## src/rtl/fetch_unit_pkg.sv

```systemverilog
// ---------------------------------------------------------------------------
// fetch_unit_pkg
// Purpose : shared definitions for the instruction fetch unit: FSM state
//           encoding, word size and the default reset PC.
// Ports   : none (package).
// ---------------------------------------------------------------------------
package fetch_unit_pkg;

   typedef enum logic [1:0] {
      ST_FETCH   = 2'd0,
      ST_STALLED = 2'd1,
      ST_HALTED  = 2'd2
   } fetch_state_e;

   localparam int unsigned WORD_BYTES       = 4;
   localparam logic [31:0] DEFAULT_RESET_PC = 32'h0000_0000;

   // Byte address of the last word in an instruction memory of mem_words words.
   function automatic logic [31:0] last_word_addr(input int unsigned mem_words);
      return 32'(WORD_BYTES * (mem_words - 1));
   endfunction

endpackage

```

## src/rtl/fetch_unit_if.sv

```systemverilog
// ---------------------------------------------------------------------------
// fetch_if
// Purpose : bundles the fetch unit's control inputs, instruction memory
//           port and IF/ID outputs.
// Signals : stall, branch_taken, branch_target[31:0], jump, jump_index[25:0],
//           imem_instruction[31:0]  -> into the fetch unit
//           imem_addr[31:0], if_id_instr[31:0], if_id_pc4[31:0],
//           if_id_valid, halted     -> out of the fetch unit
// Modports: master = fetch unit side, slave = pipeline/memory side.
// ---------------------------------------------------------------------------
interface fetch_if;
   logic        stall;
   logic        branch_taken;
   logic [31:0] branch_target;
   logic        jump;
   logic [25:0] jump_index;
   logic [31:0] imem_instruction;
   logic [31:0] imem_addr;
   logic [31:0] if_id_instr;
   logic [31:0] if_id_pc4;
   logic        if_id_valid;
   logic        halted;

   modport master (
      input  stall, branch_taken, branch_target, jump, jump_index,
             imem_instruction,
      output imem_addr, if_id_instr, if_id_pc4, if_id_valid, halted
   );

   modport slave (
      output stall, branch_taken, branch_target, jump, jump_index,
             imem_instruction,
      input  imem_addr, if_id_instr, if_id_pc4, if_id_valid, halted
   );
endinterface

```

## src/rtl/fetch_unit_next_pc_sel.sv

```systemverilog
// ---------------------------------------------------------------------------
// next_pc_sel
// Purpose : combinational redirect detection and target computation.
//           Jump has priority over a taken branch.
// Ports   : jump_i, branch_taken_i   redirect requests
//           branch_target_i[31:0]    branch byte address (low 2 bits dropped)
//           jump_index_i[25:0]       J-type index field
//           if_id_pc4_i[31:0]        pc+4 of the instruction in IF/ID
//           redirect_o               a redirect happens this edge
//           target_o[31:0]           word-aligned redirect address
// ---------------------------------------------------------------------------
module next_pc_sel (
   input  logic        jump_i,
   input  logic        branch_taken_i,
   input  logic [31:0] branch_target_i,
   input  logic [25:0] jump_index_i,
   input  logic [31:0] if_id_pc4_i,
   output logic        redirect_o,
   output logic [31:0] target_o
);

   always_comb begin
      redirect_o = jump_i | branch_taken_i;
      if (jump_i) begin
         // Region bits come from pc+4 of the jump itself.
         target_o = (if_id_pc4_i & 32'hF000_0000) | {4'b0000, jump_index_i, 2'b00};
      end else begin
         target_o = branch_target_i & 32'hFFFF_FFFC;
      end
   end

endmodule

```

## src/rtl/fetch_unit.sv

```systemverilog
// ---------------------------------------------------------------------------
// fetch_unit
// Purpose : instruction fetch stage in front of a registered (1-cycle)
//           instruction memory. Produces IF/ID instruction, pc+4 and valid,
//           handles stall, branch/jump redirects and halts at the end of
//           instruction memory instead of wrapping.
// Ports   : clk    clock, rising edge
//           reset  asynchronous, active-high
//           bus    fetch_if.master (see fetch_unit_if.sv)
// Params  : RESET_PC  byte address loaded on reset
//           MEM_WORDS instruction memory depth in 32-bit words
// ---------------------------------------------------------------------------
module fetch_unit
   import fetch_unit_pkg::*;
#(
   parameter logic [31:0] RESET_PC  = DEFAULT_RESET_PC,
   parameter int unsigned MEM_WORDS = 128
) (
   input  logic     clk,
   input  logic     reset,
   fetch_if.master  bus
);

   localparam logic [31:0] LAST_PC = last_word_addr(MEM_WORDS);
   localparam logic [31:0] STEP    = 32'(WORD_BYTES);

   fetch_state_e state_q, state_d;
   logic [31:0]  pc_q, pc_d;
   logic [31:0]  resp_pc_q, resp_pc_d;      // address the memory sampled last edge
   logic         resp_valid_q, resp_valid_d;
   logic [31:0]  hold_instr_q, hold_instr_d;

   logic         redirect;
   logic [31:0]  redirect_target;
   logic [31:0]  if_id_pc4;
   logic         advance;

   assign if_id_pc4 = resp_pc_q + STEP;

   next_pc_sel u_next_pc_sel (
      .jump_i          (bus.jump),
      .branch_taken_i  (bus.branch_taken),
      .branch_target_i (bus.branch_target),
      .jump_index_i    (bus.jump_index),
      .if_id_pc4_i     (if_id_pc4),
      .redirect_o      (redirect),
      .target_o        (redirect_target)
   );

   // Outputs
   assign bus.imem_addr   = pc_q;
   assign bus.if_id_instr = (state_q == ST_STALLED) ? hold_instr_q : bus.imem_instruction;
   assign bus.if_id_pc4   = if_id_pc4;
   assign bus.if_id_valid = resp_valid_q;
   assign bus.halted      = (state_q == ST_HALTED);

   // Next-state logic
   always_comb begin
      state_d      = state_q;
      pc_d         = pc_q;
      resp_pc_d    = resp_pc_q;
      resp_valid_d = resp_valid_q;
      hold_instr_d = hold_instr_q;
      advance      = 1'b0;

      if (redirect) begin
         pc_d         = redirect_target;
         resp_valid_d = 1'b0;
         state_d      = ST_FETCH;
      end else begin
         unique case (state_q)
            ST_FETCH: begin
               if (!bus.stall) begin
                  advance = 1'b1;
               end else if (resp_valid_q) begin
                  // Memory will move on to pc next edge, so keep the word
                  // currently shown. With nothing valid, stall only holds pc.
                  hold_instr_d = bus.imem_instruction;
                  state_d      = ST_STALLED;
               end
            end
            ST_STALLED: begin
               advance = !bus.stall;
            end
            ST_HALTED: begin
               // While stalled the memory keeps re-reading the held pc, so
               // the shown word stays correct without a hold register.
               if (!bus.stall) begin
                  resp_valid_d = 1'b0;
               end
            end
            default: begin
               state_d = ST_FETCH;
            end
         endcase

         if (advance) begin
            if (pc_q <= LAST_PC) begin
               resp_pc_d    = pc_q;
               resp_valid_d = 1'b1;
               if (pc_q == LAST_PC) begin
                  state_d = ST_HALTED;
               end else begin
                  pc_d    = pc_q + STEP;
                  state_d = ST_FETCH;
               end
            end else begin
               // Redirected beyond memory: nothing to deliver.
               resp_valid_d = 1'b0;
               state_d      = ST_HALTED;
            end
         end
      end
   end

   // State registers
   always_ff @(posedge clk or posedge reset) begin
      if (reset) begin
         state_q      <= ST_FETCH;
         pc_q         <= RESET_PC;
         resp_pc_q    <= 32'h0;
         resp_valid_q <= 1'b0;
         hold_instr_q <= 32'h0;
      end else begin
         state_q      <= state_d;
         pc_q         <= pc_d;
         resp_pc_q    <= resp_pc_d;
         resp_valid_q <= resp_valid_d;
         hold_instr_q <= hold_instr_d;
      end
   end

endmodule
```

## src/flat_wrapper.sv

```systemverilog
// flat-port wrapper written by rule: the top's interface ports become plain ports
module fetch_unit_flat import fetch_unit_pkg::*;
#(
   parameter logic [31:0] RESET_PC  = DEFAULT_RESET_PC,
   parameter int unsigned MEM_WORDS = 128
)
  (clk, reset, bus_stall, bus_branch_taken, bus_branch_target, bus_jump, bus_jump_index, bus_imem_instruction, bus_imem_addr, bus_if_id_instr, bus_if_id_pc4, bus_if_id_valid, bus_halted);
  fetch_if bus_i ();
  input  logic clk;
  input  logic reset;
  input wire logic [$bits(bus_i.stall)-1:0] bus_stall;
  input wire logic [$bits(bus_i.branch_taken)-1:0] bus_branch_taken;
  input wire logic [$bits(bus_i.branch_target)-1:0] bus_branch_target;
  input wire logic [$bits(bus_i.jump)-1:0] bus_jump;
  input wire logic [$bits(bus_i.jump_index)-1:0] bus_jump_index;
  input wire logic [$bits(bus_i.imem_instruction)-1:0] bus_imem_instruction;
  output wire logic [$bits(bus_i.imem_addr)-1:0] bus_imem_addr;
  output wire logic [$bits(bus_i.if_id_instr)-1:0] bus_if_id_instr;
  output wire logic [$bits(bus_i.if_id_pc4)-1:0] bus_if_id_pc4;
  output wire logic [$bits(bus_i.if_id_valid)-1:0] bus_if_id_valid;
  output wire logic [$bits(bus_i.halted)-1:0] bus_halted;
  assign bus_i.stall = bus_stall;
  assign bus_i.branch_taken = bus_branch_taken;
  assign bus_i.branch_target = bus_branch_target;
  assign bus_i.jump = bus_jump;
  assign bus_i.jump_index = bus_jump_index;
  assign bus_i.imem_instruction = bus_imem_instruction;
  assign bus_imem_addr = bus_i.imem_addr;
  assign bus_if_id_instr = bus_i.if_id_instr;
  assign bus_if_id_pc4 = bus_i.if_id_pc4;
  assign bus_if_id_valid = bus_i.if_id_valid;
  assign bus_halted = bus_i.halted;
  fetch_unit #(.RESET_PC(RESET_PC), .MEM_WORDS(MEM_WORDS)) u_core (.clk(clk), .reset(reset), .bus(bus_i));
endmodule
```

## config.mk

```make
export PLATFORM = sky130hd
export DESIGN_NAME = fetch_unit_flat
export DESIGN_NICKNAME = d
export VERILOG_FILES = /design/src/rtl/fetch_unit_pkg.sv /design/src/rtl/fetch_unit_if.sv /design/src/rtl/fetch_unit_next_pc_sel.sv /design/src/rtl/fetch_unit.sv /design/src/flat_wrapper.sv
export SDC_FILE = /design/constraint.sdc
export NUM_CORES = 1
export LEC_CHECK = 0
export ABC_AREA = 1
export CORE_MARGIN = 5
export CORE_UTILIZATION = 45
export CTS_CLUSTER_SIZE = 10
export DETAILED_ROUTE_END_ITERATION = 8
export PLACE_DENSITY = 0.81
export RECOVER_POWER = 50
export SKIP_CTS_REPAIR_TIMING = 1
export SYNTH_ARGS = -nofsm -noshare
export SYNTH_HDL_FRONTEND = slang
export SYNTH_SLANG_ARGS = --single-unit
```

## constraint.sdc

```tcl
create_clock -name clk -period 3.6 [get_ports clk]
set_input_delay 0.54 -clock clk [delete_from_list [all_inputs] [get_ports clk]]
set_output_delay 0.54 -clock clk [all_outputs]
set_load 0.01 [all_outputs]
```

==> flow_metrics.env <==
export IMPL_cp_cell_sequence="ha_1 > inv_1 > nor2_2 > nand2_1 > nor2_4 > nand3_2 > nor2_1 > xor2_1 > clkdlybuf4s50_1"
export IMPL_start_util=0.462
export IMPL_synth_top_area_cell="dfrtp_1"
export IMPL_ant_nets=0
export IMPL_pre_cts_ws_ns=0.932
export IMPL_path_clk_slew_ns=0.06
export IMPL_ys_warn_count=0
export IMPL_p_seq_frac=0.450
export IMPL_setup_ws_ns=0.611
export IMPL_num_rows=39
export IMPL_combPwrFrac=0.184
export IMPL_worst_ir_drop_vdd_uv=210
export IMPL_clock_sinks=95
export IMPL_seq_area_um2=2380
export IMPL_die_height_um=119
export IMPL_worstMarginPinSlew_ns=1.03
export IMPL_syn_cell_area_um2=5300
export IMPL_fin_crit_ns=2.99
export IMPL_yosysUniqueCellTypes=30
export IMPL_worst_skew_pair_late_latency_ns=0.34
export IMPL_fin_worst_skew_ns=0.00851
export IMPL_syn_inst=737
export IMPL_diodes=0
export IMPL_leakagePower_nw=3.65
export IMPL_die_area_um2=14000
export IMPL_post_route_period_util=0.830
export IMPL_use_met1=0.273
export IMPL_grt_first_pass_wirelength_mm=24.7
export IMPL_syn_mean_instance_area_um2=7.19
export IMPL_drc_errors=0
export IMPL_cp_slowest_stage_delay_ns=0.55
export IMPL_cp_arrival_ns=2.45
export IMPL_final_util=0.656
export IMPL_ioPinCount=193
export IMPL_path_class="reg -> out"
export IMPL_grt_busiest_layer="met2"
export IMPL_rsz0062_at_grt="false"
export IMPL_seq_area_frac_synth=0.449
export IMPL_setup_viol=0
export IMPL_antenna_found_initial=0
export IMPL_cts_tree="done"
export IMPL_met2_usage=0.338
export IMPL_multi_input_area_um2=2440
export IMPL_drive_above_1_share=0.0416
export IMPL_grt_max_degree=95
export IMPL_placed_cells=1042
export IMPL_hold_violations=0
export IMPL_met3_usage=0.0759
export IMPL_p_clk_frac=0.366
export IMPL_ys_ff_latch=95
export IMPL_synth_area_leaders="dfrtp_1 (45%), nand2_1 (16%), o21ai_0 (9.1%)"
export IMPL_yosysTopAreaCellShare=0.449
export IMPL_cp_start_kind="flip-flop"
export IMPL_drv_cap=0
export IMPL_endpoint_kind="primary output"
export IMPL_cts_buffers=9
export IMPL_final_cells=1057
export IMPL_initialDrtViolationCount=360
export IMPL_tns_ns=0
export IMPL_die_w_um=119
export IMPL_grt_overflow_total=0
export IMPL_slew_viol_final=0
export IMPL_port_buffers=186
export IMPL_wl_per_cell_um=14.2
export IMPL_crit_required_ns=3.06
export IMPL_p_per_area_nw_per_um2=340
export IMPL_power_switching_mw=0.663
export IMPL_core_um2=11500
export IMPL_vias=5104
export IMPL_routed_via_density=4.83
export IMPL_h_tree_depth=3
export IMPL_crit_slowest_cell="clkdlybuf4s50_1"
export IMPL_finalWeightedCongestion=0.899
export IMPL_crit_path_max_fanout=5
export IMPL_layout_nets=1010
export IMPL_swShare=0.259
export IMPL_grt_usage=0.214
export IMPL_status="complete, no violations"
export IMPL_first_global_vias=5008
export IMPL_drtPass1Iterations=5
export IMPL_internal_power_mw=1.90
export IMPL_clock_path_buffers=2
export IMPL_syn_to_final_growth_pct=41.9
export IMPL_timing_fmax_mhz=335
export IMPL_maxSlewHeadroom=0.311
export IMPL_finalWirelength_mm=15.0
export IMPL_clockRootBuffer="clkbuf_16"
export IMPL_dp_hpwl_mm=11.2
export IMPL_min_path_type="reg -> reg"
export IMPL_nFillCells=996
through the flow:
step           total power [mW]  hold WS, ns  area [um2]
2_1_floorplan              1.37        0.453        5310
3_3_place_gp               1.66        0.467        7230
3_5_place_dp               1.66        0.478        7230
4_1_cts                    2.60        0.405        7530
5_1_grt                    2.68        0.508        7520
6_report                   2.56        0.485        7520
state kept, by name, summed over array words and instances (netlist names):
name	flops
u_core.hold_instr_q	32
u_core.bus.imem_addr	30
u_core.resp_pc_q	30
u_core.state_q	2
u_core.bus.if_id_valid	1
layout by cell type, fill, tap and decap left out, drive strengths merged, types with 13 or more instances in the layout:
cell type / n
clkbuf: 13
clkdlybuf4s50: 152
dfrtp: 95
dlygate4sd3: 34
inv: 78
nand2: 226
nand3: 27
nor2: 126
o21ai: 99
xor2: 23
synthesized netlist by cell type:
library cell and instances:
a21oi_1 11, a22oi_1 1, nand4_1 2, xor2_1 23, o21ai_4 1, o21ai_0 96, buf_2 3, buf_4 9
nor3_1 2, conb_1 1, dfrtp_1 95, o22ai_2 1, o21ai_1 2, nor2_2 5, nand3_1 26, nand2_4 1
nand3_2 1, nand2_2 1, nor2_1 117, clkbuf_1 17, inv_2 2, o22ai_1 3, ha_1 5, o21bai_1 1
inv_1 77, nand2_1 224, xnor2_1 1, nand4_2 1, buf_6 4, nor2_4 4
path summary, 6_finish.rpt:
check / startpoint / end / depth (start not counted) / slack [ns]
worst max register to register: u_core.state_q[1] / u_core.resp_pc_q[3] / 10 / 0.86
min in group asynchronous: reset / u_core.hold_instr_q[11] / 2 / 0.54
max in group asynchronous: reset / u_core.resp_pc_q[16] / 3 / 2.37
worst min-delay path: u_core.hold_instr_q[26] / u_core.hold_instr_q[26] / 2 / 0.48
worst max-delay path: u_core.resp_pc_q[3] / bus_if_id_pc4[24] / 9 / 0.61
worst min register to register: u_core.hold_instr_q[26] / u_core.hold_instr_q[26] / 2 / 0.48
critical path, delay by kind of cell, from the launching register on:
family                     cells  cell delay (ns)
DFF                            1             0.38
buffers and inverters          2             0.63
and+or+nand+nor                5             0.73
xor gates and xnor gates       1             0.15
adders and majority gates      1             0.23
logic make-up after synthesis:
kind of cell,count (synthesis),share of synthesized area
compound gates,116,0.115
fa+ha+maj,5,0.0118
flops,95,0.449
buf+inv,112,0.0921
simple gates,384,0.292
xor+xnor,24,0.0397
other cells,1,0.000708
per-layer routing:
metal,vias up,wire length (um)
met4,0,381
li1,2629,-
met3,24,1300
met2,172,7040
met1,2279,6310
met5,-,0
power groups by stage:
stage / logic, mW / clock network, mW / registers (mW)
after detailed placement: 0.492 / 0 / 1.17
after floorplan: 0.189 / 0 / 1.18
final: 0.471 / 0.936 / 1.15
after CTS: 0.494 / 0.951 / 1.15
after global placement: 0.487 / 0 / 1.17
after global routing: 0.520 / 1.00 / 1.16
layout make-up:
| class | count | area share |
|---|---|---|
| multi-input cells | 533 | 0.324 |
| well taps | 143 | 0.0238 |
| repair buffers | 192 | 0.257 |
| clock buffers | 13 | 0.0373 |
| flip-flops and latches | 95 | 0.316 |
| clock inverters | 2 | 0.00183 |
| inverters | 79 | 0.0396 |
Power figures use the tool's default switching activity.
